### src/rtl/uart_pkg.sv
// rtl/uart_pkg.sv - shared UART constants, divisor type and reset-divisor helper
package uart_pkg;

  localparam int INT_W      = 16;
  localparam int FRAC_W     = 4;
  localparam int OVERSAMPLE = 16;

  typedef struct packed {
    logic [INT_W-1:0]  div_int;
    logic [FRAC_W-1:0] div_frac;
  } div_t;

  // Rounded clk_freq / (baud_rate * OVERSAMPLE) in INT_W.FRAC_W fixed point.
  function automatic div_t calc_div(input longint unsigned clk_freq,
                                    input longint unsigned baud_rate);
    longint unsigned den;
    longint unsigned scaled;
    div_t d;
    den        = baud_rate * longint'(OVERSAMPLE);
    scaled     = ((clk_freq << FRAC_W) + (den >> 1)) / den;
    d.div_int  = scaled[FRAC_W +: INT_W];
    d.div_frac = scaled[FRAC_W-1:0];
    return d;
  endfunction

endpackage

### src/rtl/baud_frac_acc.sv
// rtl/baud_frac_acc.sv - fractional accumulator that stretches every carry period by one clock
module baud_frac_acc #(
  parameter int INT_W  = uart_pkg::INT_W,
  parameter int FRAC_W = uart_pkg::FRAC_W
) (
  input  logic              clk,
  input  logic              reset,
  input  logic              en,
  input  logic              step,
  input  logic              clear,
  input  logic [INT_W-1:0]  div_int,
  input  logic [FRAC_W-1:0] div_frac,
  output logic [INT_W:0]    len
);

  logic [FRAC_W-1:0] acc;
  logic              carry;
  logic [FRAC_W:0]   sum;

  assign sum = {1'b0, acc} + {1'b0, div_frac};
  assign len = {1'b0, div_int} + {{INT_W{1'b0}}, carry};

  // A freshly applied divisor starts from acc=0 so its first period is exactly div_int.
  always_ff @(posedge clk) begin
    if (reset || !en) begin
      acc   <= '0;
      carry <= 1'b0;
    end else if (step) begin
      if (clear) begin
        acc   <= '0;
        carry <= 1'b0;
      end else begin
        {carry, acc} <= sum;
      end
    end
  end

endmodule

### src/rtl/baud_gen_frac.sv
// rtl/baud_gen_frac.sv - programmable fractional oversample/bit tick generator
module baud_gen_frac #(
  parameter int INT_W        = uart_pkg::INT_W,
  parameter int FRAC_W       = uart_pkg::FRAC_W,
  parameter int OVERSAMPLE   = uart_pkg::OVERSAMPLE,
  parameter int DIV_INT_RST  = 6,
  parameter int DIV_FRAC_RST = 13,
  localparam int PH_W        = $clog2(OVERSAMPLE)
) (
  input  logic              clk,
  input  logic              reset,
  input  logic              en,
  input  logic              cfg_valid,
  output logic              cfg_ready,
  input  logic [INT_W-1:0]  cfg_div_int,
  input  logic [FRAC_W-1:0] cfg_div_frac,
  output logic              cfg_err,
  output logic              os_tick,
  output logic              bit_tick,
  output logic [PH_W-1:0]   os_phase
);

  logic [INT_W-1:0]  act_int;
  logic [FRAC_W-1:0] act_frac;
  logic [INT_W-1:0]  pend_int;
  logic [FRAC_W-1:0] pend_frac;
  logic              pend_valid;
  logic [INT_W:0]    cnt;
  logic [INT_W:0]    len;

  logic xfer, legal, period_end, last_phase;
  logic load_now, stash, apply_pend;

  assign xfer       = cfg_valid && cfg_ready;
  assign legal      = xfer && (cfg_div_int != '0);
  assign period_end = en && (cnt == len - (INT_W+1)'(1));
  assign last_phase = (os_phase == PH_W'(OVERSAMPLE - 1));

  // Divisors take effect only at a period boundary while running, immediately while idle.
  assign load_now   = legal && (!en || period_end);
  assign stash      = legal && en && !period_end;
  assign apply_pend = pend_valid && (!en || period_end);

  baud_frac_acc #(
    .INT_W  (INT_W),
    .FRAC_W (FRAC_W)
  ) u_acc (
    .clk      (clk),
    .reset    (reset),
    .en       (en),
    .step     (period_end),
    .clear    (load_now || apply_pend),
    .div_int  (act_int),
    .div_frac (act_frac),
    .len      (len)
  );

  always_ff @(posedge clk) begin
    if (reset) begin
      cnt        <= '0;
      os_phase   <= '0;
      os_tick    <= 1'b0;
      bit_tick   <= 1'b0;
      cfg_err    <= 1'b0;
      cfg_ready  <= 1'b1;
      pend_valid <= 1'b0;
      pend_int   <= '0;
      pend_frac  <= '0;
      act_int    <= INT_W'(DIV_INT_RST);
      act_frac   <= FRAC_W'(DIV_FRAC_RST);
    end else begin
      cfg_err  <= xfer && (cfg_div_int == '0);
      os_tick  <= period_end;
      bit_tick <= period_end && last_phase;

      if (!en) begin
        cnt      <= '0;
        os_phase <= '0;
      end else if (period_end) begin
        cnt      <= '0;
        os_phase <= last_phase ? '0 : os_phase + PH_W'(1);
      end else begin
        cnt      <= cnt + (INT_W+1)'(1);
      end

      if (load_now) begin
        act_int  <= cfg_div_int;
        act_frac <= cfg_div_frac;
      end else if (apply_pend) begin
        act_int  <= pend_int;
        act_frac <= pend_frac;
      end

      if (stash) begin
        pend_int   <= cfg_div_int;
        pend_frac  <= cfg_div_frac;
        pend_valid <= 1'b1;
        cfg_ready  <= 1'b0;
      end else if (apply_pend) begin
        pend_valid <= 1'b0;
        cfg_ready  <= 1'b1;
      end
    end
  end

endmodule

### config.mk
export PLATFORM = sky130hd
export DESIGN_NAME = baud_gen_frac
export DESIGN_NICKNAME = d
export VERILOG_FILES = /design/src/rtl/uart_pkg.sv /design/src/rtl/baud_frac_acc.sv /design/src/rtl/baud_gen_frac.sv
export SDC_FILE = /design/constraint.sdc
export NUM_CORES = 1
export LEC_CHECK = 0
export CORE_ASPECT_RATIO = 1.75
export CORE_MARGIN = 2
export CORE_UTILIZATION = 45
export CTS_CLUSTER_DIAMETER = 60
export DETAILED_ROUTE_END_ITERATION = 7
export PLACE_DENSITY_LB_ADDON = 0.25
export SETUP_SLACK_MARGIN = 0.05
export SLEW_MARGIN = 10
export SYNTH_ARGS = -nofsm -noshare
export SYNTH_HDL_FRONTEND = slang
export SYNTH_SLANG_ARGS = --single-unit
export TNS_END_PERCENT = 1
### constraint.sdc
create_clock -name clk -period 3 [get_ports clk]
set_input_delay 0.9 -clock clk [delete_from_list [all_inputs] [get_ports clk]]
set_output_delay 0.9 -clock clk [all_outputs]
set_load 0.02 [all_outputs]
; Yosys cells after proc, flatten, opt, wreduce, memory -nomap -nowiden
; Index checks and enable logic that the tools add are counted.
[classes]
muxes = 11
addsub = 5
n_bitwise = 1
reduce_logical = 20
n_eq_ne = 2
[op_table]
columns = cell, count
row1 = 16-bit 2-to-1 mux, 2
row2 = 16-bit by 1-bit adder with 17-bit output, 1
row3 = 17-bit by 1-bit adder with 17-bit output (second input constant), 1
row4 = 17-bit == test, 1
row5 = 17-bit by 1-bit subtractor with 17-bit output (second input constant), 1
row6 = 16-bit logical NOT, 1
row7 = 4-bit 2-to-1 mux, 4
row8 = 16-bit nonzero test, 1
row9 = 1-bit logical AND, 9
row10 = 4-bit by 4-bit adder with 5-bit output, 1
row11 = 1-bit 2-to-1 mux, 5
row12 = 4-bit by 1-bit adder with 4-bit output (second input constant), 1
row13 = 4-bit == test (second input constant), 1
row14 = 2-bit nonzero test, 2
row15 = 1-bit logical OR, 3
row16 = 3-bit OR reduction, 1
row17 = 1-bit logical NOT, 2
row18 = 2-bit OR reduction, 1
row19 = 1-bit NOT, 1
[totals]
in_bits = 24
register_bits = 71
out_inout_bits = 8
elab_cells = 52

; Logic depth before layout (Yosys ltp)
[depth]
ltp_word = 8
ltp_mapped = 13
ltp_nobuf = 11

; Modules after synthesis
; From an unflattened synthesis, not the netlist that was laid out.
[unflattened]
hier_cells = 498
area_unflattened_um2 = 4284.1
[modules_own_cells]
columns = module, seq_area_each_um2, instances, area_per_inst_um2, cells_per_inst
row1 = baud_gen_frac, 1321.3, 1, 3632.2, 418
row2 = baud_frac_acc, 100.1, 1, 651.9, 80

; Least setup slack after synthesis
; OpenSTA, ideal clock, no wires.
[synth_timing]
kind = register to register
start = reg act_int[0]
end = reg act_int[13]
t_required_ps = 2868
setup_time_ps = 132
path_stages_with_launch = 14
n_path_buf = 2
path_slack_ps = 229
period_less_slack_ps = 2771
arrival_ps = 2639
path_cell_list = dfxtp_1 > inv_1 > ha_1 > ha_1 > clkbuf_1 > o21ba_2 > a22oi_1 > a21oi_1 > a2111oi_1 > o2111ai_2 > o21a_1 > buf_2 > o21ai_0 > a21oi_1
[synth_between]
elab_chain_len = 7
word_cells_on_any_way = 9
cone_classes = add/sub (2) / eq/ne (1) / mux (1) / reduce/logical (5)
[synth_rtl]
columns = item, line
row1 = start: declaration, baud_gen_frac.sv:23  ; logic [INT_W-1:0] act_int;
row2 = start signal: assignment, baud_gen_frac.sv:69  ; act_int <= INT_W'(DIV_INT_RST);
row3 = start signal: assignment, baud_gen_frac.sv:87  ; act_int <= cfg_div_int;
row4 = start signal: assignment, baud_gen_frac.sv:90  ; act_int <= pend_int;
row5 = 16-bit by 1-bit adder with 17-bit output (*), baud_frac_acc.sv:21  ; assign len = {1'b0, div_int} + {{INT_W{1'b0}}, carry};
row6 = 17-bit by 1-bit subtractor with 17-bit output (*), baud_gen_frac.sv:36  ; assign period_end = en && (cnt == len - (INT_W+1)'(1));
row7 = 17-bit == test (*), baud_gen_frac.sv:36
row8 = 1-bit logical AND (*), baud_gen_frac.sv:36
row9 = 1-bit logical OR (*), "baud_gen_frac.sv:40, baud_gen_frac.sv:42"
row10 = 1-bit logical AND (on tied branches), "baud_gen_frac.sv:40, baud_gen_frac.sv:42"
row11 = 16-bit 2-to-1 mux / 2-bit nonzero test (equally long branches), -
; Mark *: on every way between the ends. The rest lies on a longest branch, timed or not.
; A chain may end at the register's enable or synchronous reset.

; Final worst setup path
[layout_timing]
start = reg act_int[3]
end = reg act_int[0]
; The elaborated chain is that of the path after synthesis.

==> impl_metrics.yaml <==
worst_setup_path:
  critPathArrivalTime_ns: 3.15
  critPathBufInv: 1
  crit_path_max_incr_delay_ns: 0.53
  crit_fanout: 15
  path_depth: 9
  cp_slowest_cell: "nor4_2"
  crit_path_start_kind: "flip-flop"
  worstSetupEndpointType: "flip-flop"
  r2r_end: "act_int[0]$_SDFFE_PP0P_"
  critPathKind: "reg2reg"
  rr_worst_depth: 9
  critical_path_required_ns: 3.25
  reg2reg_slack_ns: 0.11
  critical_path.top_delay_family: "simple AND/OR/NAND/NOR gates"
  crit_path_cell_trace: "nor4_2, nand3_1, mux2_1, o22ai_1, a31oi_1, or3_1, buf_12, a2bb2oi_1, a21oi_1"
  r2r_start: "act_int[3]$_SDFFE_PP0P_"
cts:
  cts.sinks: 71
  numCtsBuffers: 9
  clkSlewWorstSetupHoldPaths_ns: 0.06
  root_buffer: "clkbuf_16"
  cts_tree: "built"
  cts_buffer_depth: 2
  clk_latency_ns: 0.34
  cts-htree-levels: 3
power:
  p_leak_uw: 0.00206
  pwr_density_cell_mw_per_mm2: 500
  ir_drop_v: 0.000413
hold_path:
  hold_start: "u_acc.acc[3]$_SDFFE_PP0P_"
  hold_end: "u_acc.acc[3]$_SDFFE_PP0P_"
  hp-class: "reg2reg"
  hold_depth: 2
logic_synthesis:
  syn_nets: 533
  ys_top_cells_by_area: "dfxtp_1, mux2i_1, nand2_1, nor2_1, xor2_1"
  syn-cell-area_mm2: 0.00408
  synth-edff-count: 0
  syn_avg_cell_area_um2: 8.17
  syn_inst: 500
  ys_warn_count: 0
  synth_ff_type: "dfxtp_1"
  yosysTopAreaCell: "dfxtp_1"
  async_reset_ff_share_pct: 0
  synth_top_area_share_pct: 34.8
  synth_cell_types: 54
  yosys_register_bits: 71
  ys_seq_area_share_pct: 34.8
global_route:
  grt_usage_pct: 22.5
  grt.overflow.total: 0
  grt_max_degree: 39
  grt_pass1_vias: 3728
  antenna_found_initial: 0
  grt_pass1_wl_um: 17900
sta:
  period_needed_ns: 2.89
  setup_viol_count_final: 0
  setup_slack_ns: 0.108
  tightest_slew_ns: 0.738
  slew_headroom_pct: 50.8
  maxSlewViolCount: 0
  rsz0062_at_grt: "yes"
  max_freq_ghz: 0.346
  hold_violations: 0
  fin_crit_sh_pct: 96.4
  clock_skew_ns: 0.00531
  hold_ws_ns: 0.473
outcome:
  status: "finished, final reports clean"
floorplan:
  start_util_pct: 45.8
  die_area_mm2: 0.00988
  die_h_um: 130
  fp.dieW_um: 76.0
  core_area_mm2: 0.00892
  rows: 46
  ios: 32
final_layout:
  drive_above_1_share_pct: 16.4
  area_growth_pct: 30.5
  diodes: 0
  layout.cells.non_filler: 682
  nNetsFinal: 590
detailed_routing:
  via_per_inst: 5.74
  drc: 0
  wl_met1_um: 4600
  drtPass1Iterations: 5
  top_layer: "met4"
  via_count: 3914
  routedWlPerCell_um: 16.5
  final_antenna_net_count: 0
  wl_um: 11300
  routed-wl-met3_um: 382
  drt_iter0_markers: 262
  wl_met2_um: 5920
placement:
  post-place-cells: 659
  port_buffers: 31
  gp_congestion: 0.867
  pre_cts_slack_ns: -0.148
  place_hpwl_um: 7630
flow_run:
  drv_cap: 0
layout by cell type (no fill, tap or decap), types with 6 or more instances in the layout:
| cell | instances |
|---|---|
| a21boi_0 | 13 |
| a21oi_1 | 22 |
| a2bb2oi_1 | 18 |
| buf_4 | 39 |
| clkbuf_16 | 11 |
| clkdlybuf4s50_1 | 31 |
| dfxtp_1 | 67 |
| ha_1 | 6 |
| mux2i_1 | 24 |
| nand2_1 | 57 |
| nand3_1 | 13 |
| nand3b_1 | 6 |
| nand4_1 | 9 |
| nor2_1 | 54 |
| nor3_1 | 10 |
| nor4_1 | 7 |
| o21a_1 | 16 |
| o21ai_0 | 29 |
| o21ai_1 | 11 |
| xnor2_1 | 15 |
| xor2_1 | 20 |
layout make-up:
cell class	instances	area, um^2
Multi-Input combinational cell	392	2640
Timing Repair Buffer	78	764
Tap cell	120	150
Inverter	5	18.8
Fill cell	777	3590
Clock inverter	5	80.1
Clock buffer	11	253
Sequential cell	71	1430
flip-flops by register name (all words and copies together) (netlist names):
signal	flops
act_frac	4
act_int	16
bit_tick	1
cfg_err	1
cfg_ready	1
cnt	17
os_phase	4
os_tick	1
pend_frac	4
pend_int	16
pend_valid	1
u_acc.acc	4
u_acc.carry	1
Yosys cell counts, drive strengths merged (2+ instances only):
master	count
nor4	11
or4	3
xnor2	15
o2111ai	2
xor2	20
nand4	9
and2	2
and3	2
a21o	4
inv	5
nor3	10
a31oi	3
a211oi	2
a2bb2oi	18
nor2	56
a21boi	14
nand2b	3
nand3	13
a21oi	22
o211ai	3
a31o	2
nor2b	3
and4	3
o21a	16
nand2	57
a41oi	2
dfxtp	71
clkbuf	25
o21ai	40
a22oi	3
nand3b	6
ha	8
buf	8
mux2i	24
or3	3
power breakdown:
| group | switching [uW] | internal (uW) | leakage [uW] | total, uW |
|---|---|---|---|---|
| registers | 42.7 | 981 | 0.000578 | 1020 |
| logic | 236 | 224 | 0.00133 | 460 |
| clock network | 412 | 771 | 0.000158 | 1180 |
logic make-up (layout without fill, tap and decap cells):
kind of cell / count (synthesis) / in the layout / synth area share, %
adders and majority gates: 9 / 9 / 2.94
AOI/OAI and AO/OA: 137 / 137 / 22.8
muxes: 25 / 25 / 6.16
DFF: 71 / 71 / 34.8
xor gates and xnor gates: 35 / 35 / 7.51
and+or+nand+nor: 185 / 186 / 21.9
buffers and inverters: 38 / 99 / 3.92
worst register-to-register path, delay by kind of cell (launching register included):
| kind | cells | cell delay [ns] |
|---|---|---|
| compound gates | 4 | 0.59 |
| flops | 1 | 0.35 |
| mux | 1 | 0.37 |
| simple gates | 3 | 1.29 |
| buf+inv | 1 | 0.20 |
worst max path at each step:
stage | to | from
floorplan | act_int[13]$_SDFFE_PP0P_ | act_int[0]$_SDFFE_PP0P_
global placement | act_frac[0]$_SDFFE_PP1P_ | cfg_div_int[7]
detailed placement | act_frac[1]$_SDFFE_PP0P_ | cfg_div_int[7]
CTS | act_int[10]$_SDFFE_PP0P_ | act_int[0]$_SDFFE_PP0P_
global route | pend_int[4]$_SDFFE_PP0P_ | act_int[0]$_SDFFE_PP0P_
finish | act_int[0]$_SDFFE_PP0P_ | act_int[3]$_SDFFE_PP0P_
routing by layer:
| metal | global-route usage [%] | vias to the layer above |
|---|---|---|
| li1 | - | 1913 |
| met1 | 25.9 | 1851 |
| met2 | 40.3 | 115 |
| met3 | 4.22 | 35 |
| met4 | 10.7 | 0 |
| met5 | 0 | - |
metrics by stage:
step | TNS, ns | utilization [%] | power, uW | cell area (um^2)
3_5_place_dp | -4.80 | 53.5 | 1440 | 4780
6_report | 0 | 59.7 | 2670 | 5330
2_1_floorplan | 0 | - | 1280 | 4080
3_3_place_gp | -3.94 | 53.5 | 1430 | 4780
5_1_grt | -0.131 | 59.7 | 2760 | 5330
4_1_cts | 0 | 57.3 | 2630 | 5120
repair_timing:
item | in CTS | in global routing
cloned | 0 | 4
pin swaps | 1 | 7
setup endpoints to repair | 45 | 69
setup buffers | 0 | 3
hold buffers | 0 | 0
resized for setup | 2 | 21
(Power assumes the default switching activity.)
